**config.mk**
```make
export PLATFORM = sky130hd
export DESIGN_NAME = reaction_ctrl_mp
export DESIGN_NICKNAME = d
export VERILOG_FILES = /design/src/rtl/reaction_pkg.sv /design/src/rtl/lfsr16.sv /design/src/rtl/reaction_ctrl_mp.sv
export SDC_FILE = /design/constraint.sdc
export NUM_CORES = 1
export LEC_CHECK = 0
export BUFFER_PORTS_ARGS = -buffer_cell sky130_fd_sc_hd__buf_2
export CELL_PAD_IN_SITES_DETAIL_PLACEMENT = 0
export CELL_PAD_IN_SITES_GLOBAL_PLACEMENT = 2
export CORE_MARGIN = 2
export CORE_UTILIZATION = 38
export CTS_BUF_LIST = sky130_fd_sc_hd__clkbuf_16
export DETAILED_ROUTE_END_ITERATION = 8
export GPL_ROUTABILITY_DRIVEN = 1
export GPL_TIMING_DRIVEN = 1
export PLACE_DENSITY_LB_ADDON = 0.05
export SLEW_MARGIN = 25
export SYNTH_ARGS = -nofsm -noshare
export SYNTH_HDL_FRONTEND = slang
export SYNTH_SLANG_ARGS = --single-unit
```
**constraint.sdc**
```tcl
create_clock -name CLK -period 2.8 [get_ports CLK]
set_input_delay 0.56 -clock CLK [delete_from_list [all_inputs] [get_ports CLK]]
set_output_delay 0.56 -clock CLK [all_outputs]
set_load 0.005 [all_outputs]
```
**src/rtl/reaction_pkg.sv**
```systemverilog
`default_nettype none
// ============================================================================
//  Module      : reaction_pkg
//  Description : Shared definitions for the multi-player reaction-timer
//                controller: state encodings, LFSR tap mask, default LFSR
//                seed and the winner-index width function.
//  Revision    : 1.0 - initial release
// ============================================================================
package reaction_pkg;

    // State encodings, also exported on the STATE debug port.
    localparam logic [2:0] ST_IDLE   = 3'd0;
    localparam logic [2:0] ST_WAIT   = 3'd1;
    localparam logic [2:0] ST_GO     = 3'd2;
    localparam logic [2:0] ST_RESULT = 3'd3;
    localparam logic [2:0] ST_FAULT  = 3'd4;

    // Fibonacci taps 16,14,13,11 expressed as bit positions 15,13,12,10.
    localparam logic [15:0] LFSR_TAPS         = 16'hB400;
    localparam logic [15:0] LFSR_SEED_DEFAULT = 16'hACE1;

    // Winner index width: max(1, clog2(n)).
    function automatic int pw_width(input int n);
        return (n <= 2) ? 1 : $clog2(n);
    endfunction

endpackage : reaction_pkg
`default_nettype wire

```
**src/rtl/lfsr16.sv**
```systemverilog
`default_nettype none
// ============================================================================
//  Module      : lfsr16
//  Description : Free-running 16-bit Fibonacci LFSR (taps 16,14,13,11),
//                shifting left every clock. Used as the random source for
//                the arm delay.
//  Ports       : CLK   - system clock
//                RST_N - asynchronous active-low reset, loads SEED
//                q     - current LFSR contents
//  Parameters  : SEED  - reset value; must be non-zero (all-zero locks up)
//  Revision    : 1.0 - initial release
// ============================================================================
module lfsr16
    import reaction_pkg::*;
#(
    parameter logic [15:0] SEED = LFSR_SEED_DEFAULT
) (
    input  logic        CLK,
    input  logic        RST_N,
    output logic [15:0] q
);

    logic [15:0] r_lfsr;
    logic        w_fb;

    assign w_fb = ^(r_lfsr & LFSR_TAPS);

    always_ff @(posedge CLK or negedge RST_N) begin
        if (!RST_N) begin
            r_lfsr <= SEED;
        end else begin
            r_lfsr <= {r_lfsr[14:0], w_fb};
        end
    end

    assign q = r_lfsr;

endmodule : lfsr16
`default_nettype wire

```
**src/rtl/reaction_ctrl_mp.sv**
```systemverilog
`default_nettype none
// ============================================================================
//  Module      : reaction_ctrl_mp
//  Description : Multi-player reaction-timer controller. Detects START and
//                PRESS rising edges, arms after a pseudo-random delay,
//                times the reaction in TICK units, detects false starts and
//                timeouts and arbitrates the winner (lowest index).
//  Ports       : CLK         in  system clock
//                RST_N       in  asynchronous active-low reset
//                TICK        in  one-cycle timebase pulse
//                START       in  start/clear key (rising edge)
//                PRESS       in  player buttons (rising edges)
//                LED         out stimulus lamp, high only in GO
//                TIME        out running / captured reaction time
//                WINNER      out winning (or false-starting) player index
//                VALID       out round finished with a winner
//                FALSE_START out press during WAIT
//                TIMEOUT     out nobody pressed before MAX_TIME
//                STATE       out current state encoding
//                BEST_TIME   out best valid time     (REACTION_BEST_TIME_EN)
//                NEW_BEST    out last round improved (REACTION_BEST_TIME_EN)
//  Macro       : REACTION_BEST_TIME_EN adds the best-time register and ports.
//  Revision    : 1.0 - initial release
// ============================================================================
module reaction_ctrl_mp
    import reaction_pkg::*;
#(
    parameter int          NPLAYERS  = 2,
    parameter int          TIME_W    = 14,
    parameter int          MAX_TIME  = 9999,
    parameter int          MIN_DELAY = 1000,
    parameter int          RAND_BITS = 11,
    parameter logic [15:0] LFSR_SEED = LFSR_SEED_DEFAULT,
    localparam int         PW        = pw_width(NPLAYERS)
) (
    input  logic                CLK,
    input  logic                RST_N,
    input  logic                TICK,
    input  logic                START,
    input  logic [NPLAYERS-1:0] PRESS,
    output logic                LED,
    output logic [TIME_W-1:0]   TIME,
    output logic [PW-1:0]       WINNER,
    output logic                VALID,
    output logic                FALSE_START,
    output logic                TIMEOUT,
    output logic [2:0]          STATE
`ifdef REACTION_BEST_TIME_EN
    ,
    output logic [TIME_W-1:0]   BEST_TIME,
    output logic                NEW_BEST
`endif
);

    localparam logic [TIME_W-1:0] c_max_time  = TIME_W'(MAX_TIME);
    localparam logic [15:0]       c_dly_base  = 16'(MIN_DELAY);
    localparam logic [15:0]       c_rand_mask = 16'((32'd1 << RAND_BITS) - 32'd1);

    // ------------------------------------------------------------------
    // Edge detection
    // ------------------------------------------------------------------
    logic                r_start_q;
    logic [NPLAYERS-1:0] r_press_q;
    logic                r_edge_en;
    logic                w_start_rise;
    logic [NPLAYERS-1:0] w_press_rise;
    logic                w_any_press;

    // r_edge_en stays low for the first clock after reset release so a level
    // that was already high during reset is absorbed into the _q registers
    // instead of being seen as a rising edge.
    always_ff @(posedge CLK or negedge RST_N) begin
        if (!RST_N) begin
            r_start_q <= 1'b0;
            r_press_q <= '0;
            r_edge_en <= 1'b0;
        end else begin
            r_start_q <= START;
            r_press_q <= PRESS;
            r_edge_en <= 1'b1;
        end
    end

    assign w_start_rise = r_edge_en & START & ~r_start_q;
    assign w_press_rise = {NPLAYERS{r_edge_en}} & PRESS & ~r_press_q;
    assign w_any_press  = |w_press_rise;

    // Lowest pressed index wins; scanning downward lets the lowest overwrite.
    logic [PW-1:0] w_win_idx;

    always_comb begin
        w_win_idx = '0;
        for (int i = NPLAYERS - 1; i >= 0; i--) begin
            if (w_press_rise[i]) begin
                w_win_idx = PW'(i);
            end
        end
    end

    // ------------------------------------------------------------------
    // Random source and counters
    // ------------------------------------------------------------------
    logic [15:0] w_lfsr;
    logic [15:0] w_dly_load;
    logic [15:0] r_dly_cnt;
    logic        w_dly_last;

    lfsr16 #(
        .SEED (LFSR_SEED)
    ) u_lfsr (
        .CLK   (CLK),
        .RST_N (RST_N),
        .q     (w_lfsr)
    );

    assign w_dly_load = c_dly_base + (w_lfsr & c_rand_mask);
    // <= rather than == so a zero-length delay cannot wrap to 65535.
    assign w_dly_last = (r_dly_cnt <= 16'd1);

    logic [TIME_W-1:0] r_time;
    logic [TIME_W-1:0] w_time_inc;
    logic              w_time_hit;

    assign w_time_inc = r_time + TIME_W'(1);
    assign w_time_hit = (w_time_inc == c_max_time);

    // ------------------------------------------------------------------
    // State register
    // ------------------------------------------------------------------
    logic [2:0] r_state;
    logic [2:0] w_next_state;

    always_ff @(posedge CLK or negedge RST_N) begin
        if (!RST_N) begin
            r_state <= ST_IDLE;
        end else begin
            r_state <= w_next_state;
        end
    end

    // ------------------------------------------------------------------
    // Next-state logic
    // ------------------------------------------------------------------
    always_comb begin
        w_next_state = r_state;
        case (r_state)
            ST_IDLE: begin
                if (w_start_rise) begin
                    w_next_state = ST_WAIT;
                end
            end
            ST_WAIT: begin
                // A press wins over the final delay tick: it is a false start.
                if (w_any_press) begin
                    w_next_state = ST_FAULT;
                end else if (TICK && w_dly_last) begin
                    w_next_state = ST_GO;
                end
            end
            ST_GO: begin
                if (w_any_press) begin
                    w_next_state = ST_RESULT;
                end else if (TICK && w_time_hit) begin
                    w_next_state = ST_RESULT;
                end
            end
            ST_RESULT, ST_FAULT: begin
                if (w_start_rise) begin
                    w_next_state = ST_IDLE;
                end
            end
            default: begin
                w_next_state = ST_IDLE;
            end
        endcase
    end

    // ------------------------------------------------------------------
    // Datapath registers: timer, delay counter, winner and flags
    // ------------------------------------------------------------------
    logic [PW-1:0] r_winner;
    logic          r_valid;
    logic          r_false_start;
    logic          r_timeout;

    always_ff @(posedge CLK or negedge RST_N) begin
        if (!RST_N) begin
            r_dly_cnt     <= '0;
            r_time        <= '0;
            r_winner      <= '0;
            r_valid       <= 1'b0;
            r_false_start <= 1'b0;
            r_timeout     <= 1'b0;
        end else begin
            case (r_state)
                ST_IDLE: begin
                    r_time        <= '0;
                    r_winner      <= '0;
                    r_valid       <= 1'b0;
                    r_false_start <= 1'b0;
                    r_timeout     <= 1'b0;
                    if (w_start_rise) begin
                        r_dly_cnt <= w_dly_load;
                    end
                end
                ST_WAIT: begin
                    if (w_any_press) begin
                        r_false_start <= 1'b1;
                        r_winner      <= w_win_idx;
                    end else if (TICK) begin
                        r_dly_cnt <= r_dly_cnt - 16'd1;
                        if (w_dly_last) begin
                            r_time <= '0;
                        end
                    end
                end
                ST_GO: begin
                    // A tick coinciding with the winning press is not counted.
                    if (w_any_press) begin
                        r_valid  <= 1'b1;
                        r_winner <= w_win_idx;
                    end else if (TICK) begin
                        r_time <= w_time_inc;
                        if (w_time_hit) begin
                            r_timeout <= 1'b1;
                        end
                    end
                end
                ST_RESULT, ST_FAULT: begin
                    if (w_start_rise) begin
                        r_time        <= '0;
                        r_winner      <= '0;
                        r_valid       <= 1'b0;
                        r_false_start <= 1'b0;
                        r_timeout     <= 1'b0;
                    end
                end
                default: begin
                    r_time        <= '0;
                    r_winner      <= '0;
                    r_valid       <= 1'b0;
                    r_false_start <= 1'b0;
                    r_timeout     <= 1'b0;
                end
            endcase
        end
    end

    // ------------------------------------------------------------------
    // Output logic
    // ------------------------------------------------------------------
    always_comb begin
        LED   = (r_state == ST_GO);
        STATE = r_state;
    end

    assign TIME        = r_time;
    assign WINNER      = r_winner;
    assign VALID       = r_valid;
    assign FALSE_START = r_false_start;
    assign TIMEOUT     = r_timeout;

`ifdef REACTION_BEST_TIME_EN
    // ------------------------------------------------------------------
    // Best-time tracking; survives round clears, only RST_N resets it.
    // ------------------------------------------------------------------
    logic [TIME_W-1:0] r_best_time;
    logic              r_new_best;

    always_ff @(posedge CLK or negedge RST_N) begin
        if (!RST_N) begin
            r_best_time <= c_max_time;
            r_new_best  <= 1'b0;
        end else begin
            // r_time is held on the winning press, so it is the captured time.
            if (r_state == ST_GO && w_any_press && r_time < r_best_time) begin
                r_best_time <= r_time;
                r_new_best  <= 1'b1;
            end else if (w_start_rise) begin
                r_new_best <= 1'b0;
            end
        end
    end

    assign BEST_TIME = r_best_time;
    assign NEW_BEST  = r_new_best;
`endif

endmodule : reaction_ctrl_mp
`default_nettype wire

```
-- Word level (Yosys, flattened, before mapping)
Cells that the tools add are included.
- flip-flop bits (word level): 57
- bits of input ports: 6
- logic and storage cells: 86
- add/sub/neg operators: 3
- order comparisons: 1
- equal/unequal tests: 18
- mux-type cells: 30
- bitwise operators: 8
- reduce and logical (&&, ||, !) cells: 15
- operators with widths (cell ; count):
    $mux 14 ; 6
    $mux 16 ; 3
    $pmux 14 s3 ; 1
    $pmux 16 s2 ; 1
    $mux 3 ; 6
    $le 16x1->1 const B ; 1
    $ne 2x2->1 const B ; 8
    $reduce_xor 16->1 ; 1
    $sub 16x1->16 const B ; 1
    $add 14x1->14 const B ; 1
    $eq 14x14->1 const B ; 1
    $add 10x11->12 const A ; 1
    $pmux 3 s4 ; 1
    $pmux 1 s3 ; 3
    $mux 1 ; 8
    $reduce_and 4->1 ; 2
    $eq 3x2->1 const B ; 2
    $ne 2x1->1 const B ; 3
    $reduce_and 3->1 ; 2
    $reduce_and 6->1 ; 1
    $reduce_or 2->1 ; 3
    $reduce_and 5->1 ; 1
    $and 2x2->2 ; 2
    $eq 3x1->1 const B ; 1
    11 further kinds ; 15

-- Longest topological paths before layout
Gate-level depths: netlist of run 1.
- depth in word-level cells: 6
- mapped depth: 8
- depth with buffers taken out: 7

-- Hierarchy
From an unflattened synthesis of run 1, not the netlist that was laid out.
- cell total of the unflattened synthesis: 308
- area total of the unflattened synthesis: 3051.7 um^2
- by module, submodules not included (module ; instances ; cells each ; area an instance (um^2)):
    reaction_ctrl_mp ; 1 ; 289 ; 2615.0
    lfsr16 ; 1 ; 19 ; 436.7

-- Least setup slack after synthesis of run 1
OpenSTA, ideal clock, no wires.
- path type: input-to-reg
- start point: input port PRESS[0]
- end point: register r_dly_cnt[1]
- setup time: 125 ps
- data arrival time: 1954 ps
- data required time: 2675 ps
- slack: 722 ps
- stages on the path: 6
- buffers on the path: 1
- cell sequence: nor2b_1 -> o21ai_1 -> a31oi_1 -> buf_2 -> nor2_1 -> mux2_2
- word-level cells in the longest chain between the ends: 5
- ends and longest elaborated chain (element ; RTL line ; text):
    start: declaration ; reaction_ctrl_mp.sv:40 ; input logic [NPLAYERS-1:0] PRESS,
    $and 2x2->2 (2 in a row) ; reaction_ctrl_mp.sv:85 ; assign w_press_rise = {NPLAYERS{r_edge_en}} & PRESS & ~r_press_q;
    $reduce_or 2->1 ; reaction_ctrl_mp.sv:86 ; assign w_any_press = |w_press_rise;
    $ne 2x2->1 (no source line) ; -- ;
    $reduce_and 4->1 (no source line) ; -- ;
    end signal: assignment ; reaction_ctrl_mp.sv:203 ; r_dly_cnt <= w_dly_load;
    end signal: assignment ; reaction_ctrl_mp.sv:211 ; r_dly_cnt <= r_dly_cnt - 16'd1;
    end: declaration ; reaction_ctrl_mp.sv:105 ; logic [15:0] r_dly_cnt;
Every way passes these cells.
A chain may end at the register's enable or synchronous reset.

-- Final worst setup path of run 1
- start point: register r_state[0] (netlist: STATE[0])
- end point: output port LED
- word-level cells in the longest chain between the ends: 1
- ends and longest elaborated chain (element ; RTL line ; text):
    start: declaration ; reaction_ctrl_mp.sv:130 ; logic [2:0] r_state;
    start signal: assignment ; reaction_ctrl_mp.sv:137 ; r_state <= w_next_state;
    $eq 3x2->1 ; reaction_ctrl_mp.sv:253 ; LED = (r_state == ST_GO);
    end: declaration ; reaction_ctrl_mp.sv:41 ; output logic LED,
Every way passes these cells.

==> results of run 1 <==
[power breakdown]
group          internal, mW  switching [mW]
logic                 0.352           0.556
clock network         0.678           0.390
registers             0.927           0.154
[state kept, by name (all words and copies together) (netlist names)]
register     cells
STATE            3
TIME            14
TIMEOUT          1
u_lfsr.q        16
r_dly_cnt       16
FALSE_START      1
r_press_q        2
r_start_q        1
WINNER           1
r_edge_en        1
VALID            1
[critical path: cells and delay by family, from the launching register on]
kind	cells	cell delay, ns
simple gates	1	0.31
flops	1	0.59
buf+inv	3	0.68
[placed cells by master, fill, tap and decap left out, types with 4 or more instances in the layout]
master and n:
o21ai_0 16, nor2_1 25, o21a_1 4, buf_4 14, xor2_1 6, a31oi_1 14
ha_1 5, or4_1 8, nor3_1 11, nand3_1 12, clkbuf_16 9, a41oi_1 4
inv_1 11, xnor2_1 6, a21oi_1 20, dfrtp_1 49, buf_2 27, dfstp_2 8
nand2_1 19, nor4_1 6, o31ai_1 6
[final cells by class]
type,count,area share
clock buffer,9,0.0623
clock inverter,7,0.0177
inverter,10,0.0104
multi-input combinational,228,0.410
sequential,57,0.398
tap,102,0.0353
timing repair buffer,41,0.0665
[synth_stat cells (2+ instances only)]
| master | count |
|---|---|
| a2bb2oi_1 | 3 |
| mux2_1 | 2 |
| nor4_1 | 6 |
| xor2_1 | 6 |
| nand4_1 | 3 |
| nor3_2 | 2 |
| or3b_2 | 3 |
| a22oi_1 | 2 |
| or2_2 | 2 |
| a31oi_1 | 15 |
| clkbuf_1 | 12 |
| inv_1 | 9 |
| nand3_1 | 12 |
| a21oi_1 | 20 |
| nand3b_1 | 3 |
| buf_2 | 2 |
| o31ai_1 | 6 |
| o2111ai_1 | 3 |
| or4_1 | 8 |
| a211oi_1 | 3 |
| or3_1 | 2 |
| dfstp_2 | 8 |
| ha_1 | 5 |
| o21ai_0 | 16 |
| o21a_1 | 4 |
| o22a_1 | 2 |
| o22ai_1 | 2 |
| nor3_1 | 11 |
| nand2b_1 | 2 |
| nor2_1 | 25 |
| and3_1 | 3 |
| a41oi_1 | 4 |
| nor2b_1 | 2 |
| xnor2_1 | 6 |
| nand4b_1 | 2 |
| mux2i_1 | 2 |
| o311ai_0 | 3 |
| nand2_1 | 19 |
| dfrtp_1 | 49 |
[per-layer routing]
metal	track usage	vias up	part of all wire
li1	-	1249	-
met1	0.289	1261	0.51
met2	0.287	57	0.45
met3	0.0322	7	0.028
met4	0.0748	0	0.013
met5	0	-	0
[worst paths after layout]
kind	from	to	slack (ns)	depth (start not counted)
worst max-delay path	STATE[0]	LED	0.34	4
worst min register to register	u_lfsr.q[14]	u_lfsr.q[15]	0.35	0
worst min-delay path	RST_N	VALID	0.12	1
worst max register to register	TIME[1]	STATE[0]	0.49	6
min in group CLK	u_lfsr.q[14]	u_lfsr.q[15]	0.35	0
max in group asynchronous	RST_N	u_lfsr.q[5]	1.97	2
[metrics by stage]
step	cell area [µm²]	setup slack, ns	instances	hold slack, ns
detailed placement	3320	0.296	438	0.345
CTS	3610	0.380	454	0.130
floorplan	3010	0.722	310	0.264
global placement	3320	0.316	438	0.335
global route	3610	0.201	454	0.136
finish	3610	0.336	454	0.122
[logic make-up (layout without fill, tap and decap cells)]
group / count (synthesis) / in the layout / share of synthesized area
xor+xnor: 12 / 12 / 0.0349
mux: 5 / 5 / 0.0179
simple gates: 111 / 111 / 0.208
fa+ha+maj: 5 / 5 / 0.0208
other cells: 1 / 1 / 0.00125
compound gates: 94 / 94 / 0.207
buf+inv: 25 / 67 / 0.0332
flops: 57 / 57 / 0.477
==> metrics.md, run 1 <==
| Metric | Value |
|---|---|
| CP peak stage delay | 0.59 ns |
| # hold bufs at CTS | 0 |
| Post-synth ARST share | 1.00 |
| Root Buffer | clkbuf_16 |
| Distinct cells, synth | 60 |
| Area of the die | 0.00865 mm² |
| IO buf count | 27 |
| Initial DRT Pass Iterations | 4 |
| Seq. cell area | 0.00144 mm² |
| Initial DRC count | 158 |
| Fmax | 0.406 GHz |
| Yosys Warn Count | 0 |
| Multi-input gate area | 0.00148 mm² |
| Worst slew margin | 0.531 |
| Critical path peak fanout | 12 |
| Worst path required time | 2.24 ns |
| Post-synth EDFFs | 0 |
| CP Capture Type | output port |
| Critical Path Start Type | register |
| Worst IR Drop VDD | 0.000359 V |
| Via count | 2574 |
| Initial antenna violation count | 0 |
| CTS tree | done |
| Synthesized area | 0.00301 mm² |
| Vias in the first global route | 2448 |
| Post-synthesis sequential area ratio | 0.477 |
| Chip Width | 93.0 µm |
| Dpl hpwl | 5540 µm |
| First-pass GRT wire length | 12900 µm |
| Least-Margin Pin Slew | 0.686 ns |
| Worst EP arrival | 1.90 ns |
| Largest net degree at the start of global routing | 30 |
| H-tree depth | 3 |
| Crit path cell chain | clkinv_1 > nand3_1 > inv_1 > buf_2 |
| Clock Path Buffers | 2 |
| Synthesized instance count | 310 |
| Routed wire length | 7840 µm |
| Clock Pin Slew Worst Setup and Hold Paths | 0.05 ns |
| Ant. Diodes | 0 |
| TritonCTS buffer count | 9 |
| Total Routing Usage GR | 0.196 |
| GPL Wtd Cong | 0.795 |
| Worst hold path class | primary input to async pin |
| Status | complete, no violations |
| RSZ-0062 raised after global routing | false |
| P_leak | 1.56 nW |
| Critical path's slowest cell | dfrtp_1 |
| Final Hold Fails | 0 |
| Clock sinks | 57 |
| Area contributors post-synth | dfrtp_1, dfstp_2, a21oi_1, a31oi_1, nor2_1 |
| Fraction of layout cells with a size suffix above 1 | 0.216 |
| Nets | 358 |
| # Post-CTS Setup Buffers | 0 |
| Area Overhead vs Synth | 19.9% |
| FP Rows | 32 |
| Chip height | 93.0 µm |
| Design Power | 3.06 mW |
| Initial Util | 0.392 |
| DR DRC count | 0 |
| FILL cells | 753 |
| Number of vias per cell | 5.67 |
| # setup viols final | 0 |
| Synth top area share | 0.407 |
| Final Skew | 0.00964 ns |
| Post_cts resized | 0 |
| Synth Area per Inst | 9.71 µm² |
| Mapped Nets | 321 |
| Post-layout util | 0.470 |
| # Max-Cap Violations | 0 |
| Total grt overflow | 0 |
| Kind of critical path | register to output port |
| IO Count | 28 |
| Worst-Skew Late Latency | 0.33 ns |
| Synth area leader | dfrtp_1 |
| Pwr dens | 846 mW/mm² |
| Post-layout min period | 2.46 ns |
| Total negative slack | 0 ns |
| WL/cell | 17.3 µm |
| Final max-slew violation count | 0 |
| Ys flop type | dfrtp_1 |
| Yosys reg bits | 57 |
| Post-route clock period utilization | 0.880 |
| Core Region | 0.00769 mm² |
| Antenna-violating nets left | 0 |
Note: power is estimated with default switching activity, not from simulation.
==> run 2: changes to the inputs <==
Settings changed: ABC_AREA set to 1, CELL_PAD_IN_SITES_DETAIL_PLACEMENT 0 to 1, CELL_PAD_IN_SITES_GLOBAL_PLACEMENT 2 to 1, CORE_UTILIZATION 38 to 40.
Clock period 2.8 ns to 2.2 ns, I/O delays scaled along.
==> run 2 against run 1 <==
Clock power is 15% higher; non-clock buffer count is 7 lower; critical path type is now register to register; via count rose by 4.4%; global-route usage is 1.1 points higher; power is 37% higher.
==> metrics.md, run 2 <==
| Metric | Value |
|---|---|
| Synth Area per Inst | 8.15 µm² |
| WL/cell | 14.7 µm |
| Largest net degree at the start of global routing | 35 |
| P_leak | 1.71 nW |
| Met3 usage | 0.0448 |
| Worst reg2reg endpoint | STATE[0] |
| CTS tree | done |
| Post-synth EDFFs | 0 |
| Worst-Skew Late Latency | 0.32 ns |
| Mapped Nets | 394 |
| Kind of critical path | register to register |
| # Post-CTS Setup Buffers | 0 |
| Initial antenna violation count | 0 |
| Pre-CTS setup slack | 0.219 ns |
| Yosys Warn Count | 0 |
| Final instance area | 0.00367 mm² |
| Clock Path Buffers | 2 |
| Ys flop type | dfrtp_1 |
| Post-route clock period utilization | 0.893 |
| Commonest cells in the netlist | nand2_1, dfrtp_1, nor2_1, inv_1, o21ai_0 |
| Fin Hold WS | 0.110 ns |
| Initial DRT Pass Iterations | 4 |
| Synthesized instance count | 383 |
| Area contributors post-synth | dfrtp_1, nand2_1, dfstp_2, nor2_1, inv_1 |
| FP Rows | 32 |
| Routed wire length | 7750 µm |
| Post-synthesis sequential area ratio | 0.460 |
| Status | complete, no violations |
| Nets | 430 |
| R2r startpoint | TIME[1] |
| Critical Path Start Type | register |
| Ant. Diodes | 0 |
| Area Overhead vs Synth | 17.5% |
| # setup viols final | 0 |
| FILL cells | 941 |
| Worst hold path class | primary input to async pin |
| Worst IR Drop VDD | 0.000518 V |
| Antenna-violating nets left | 0 |
| IO Count | 28 |
| # hold bufs at CTS | 0 |
| Initial Util | 0.408 |
| Final max-slew violation count | 0 |
| Post_cts resized | 0 |
| Worst EP arrival | 2.18 ns |
| Synthesized area | 0.00312 mm² |
| Critical path peak fanout | 6 |
| Post-layout min period | 1.96 ns |
| Total grt overflow | 0 |
| Top-count cell post-synth | nand2_1 |
| CP Capture Type | register |
| Worst path required time | 2.42 ns |
| Fraction of layout cells with a size suffix above 1 | 0.210 |
| Post-Place Cell Area | 0.00339 mm² |
| R2r setup slk | 0.24 ns |
| Met2 Use GR | 0.338 |
| Chip height | 92.3 µm |
| Chip Width | 92.3 µm |
| H-tree depth | 3 |
| Synth area leader | dfrtp_1 |
| Total negative slack | 0 ns |
| Register-to-Register Path Depth | 12 |
| Final Skew | 0.00551 ns |
| Via count | 2686 |
| Least-Margin Pin Slew | 0.580 ns |
| Root Buffer | clkbuf_16 |
| Global route hottest layer | met2 |
| GPL Wtd Cong | 0.776 |
| Vias in the first global route | 2793 |
| # Max-Cap Violations | 0 |
| Most frequent cells in the layout | nand2_1, dfrtp_1, nor2_1, inv_1, buf_2 |
| Number of vias per cell | 5.11 |
| Met1 GRT Util | 0.269 |
| Post-synth ARST share | 1.00 |
| Distinct cells, synth | 43 |
| First-pass GRT wire length | 13800 µm |
| Most common cell after layout, fill and taps aside | nand2_1 |
| Clock Pin Slew Worst Setup and Hold Paths | 0.06 ns |
| Synth top area share | 0.393 |
| RSZ-0062 raised after global routing | false |
| Core Region | 0.00765 mm² |
| DR DRC count | 0 |
| Yosys reg bits | 57 |
| Final Hold Fails | 0 |
| Clock sinks | 57 |
| Fmax | 0.509 GHz |
| Worst slew margin | 0.614 |
| Worst Slack Setup Final | 0.235 ns |
| Total Routing Usage GR | 0.207 |
| Area of the die | 0.00853 mm² |
| Pwr dens | 1140 mW/mm² |
| Dpl hpwl | 5750 µm |
| IO buf count | 27 |
| Initial DRC count | 45 |
| TritonCTS buffer count | 9 |
==> run 2: how the worst max path moves through the flow <==
stage,start,endpoint,slack [ns],cells after the start
6_report,TIME[1],STATE[0],0.24,12
5_1_grt,TIME[1],STATE[2],0.03,12
4_1_cts,r_dly_cnt[0],r_dly_cnt[14],0.15,11
3_5_place_dp,PRESS[1],r_dly_cnt[9],0.22,11
3_3_place_gp,TIME[1],STATE[2],0.28,12
2_1_floorplan,TIME[1],STATE[0],0.50,12
==> run 2: cell type report <==
class | instances | area, µm² | area share
multi-input combinational | 277 | 1490 | 0.406
clock inverter | 7 | 38.8 | 0.0106
clock buffer | 9 | 225 | 0.0614
sequential | 57 | 1440 | 0.392
inverter | 40 | 150 | 0.0409
tap | 102 | 128 | 0.0348
timing repair buffer | 34 | 200 | 0.0546
==> run 2: worst max-delay path: stages, from the launching register on <==
cell,delay [ns]
dfrtp_1,0.46
ha_2,0.27
nand2_2,0.11
nor2_2,0.20
nand2_1,0.08
nand2_1,0.09
nand3_1,0.11
nor2_2,0.13
nand4_1,0.14
nand2_2,0.11
nand2_2,0.06
nand2_1,0.06
nand2_1,0.04
==> run 2: layer usage <==
| metal | routed length (µm) | vias to the layer above | share of wire |
|---|---|---|---|
| li1 | - | 1342 | - |
| met1 | 3670 | 1292 | 0.47 |
| met2 | 3710 | 38 | 0.48 |
| met3 | 240 | 14 | 0.031 |
| met4 | 132 | 0 | 0.017 |
| met5 | 0 | - | 0 |
==> run 2: kinds of logic after synthesis <==
family                     synth area share
AOI/OAI and AO/OA                     0.135
and+or+nand+nor                       0.287
DFF                                   0.460
buffers and inverters                0.0669
adders and majority gates            0.0200
other                               0.00120
xor gates and xnor gates             0.0305
==> run 2: power breakdown <==
group | internal (mW) | switching (mW) | total [mW]
Clock | 0.747 | 0.487 | 1.23
Sequential | 1.22 | 0.143 | 1.36
Combinational | 0.502 | 1.08 | 1.59
==> run 2: per-stage QoR <==
step	total power [mW]	instances	util
2_1_floorplan	2.53	383	-
3_3_place_gp	2.92	510	0.443
3_5_place_dp	2.96	510	0.443
4_1_cts	4.22	526	0.478
5_1_grt	4.55	526	0.480
6_report	4.18	526	0.480
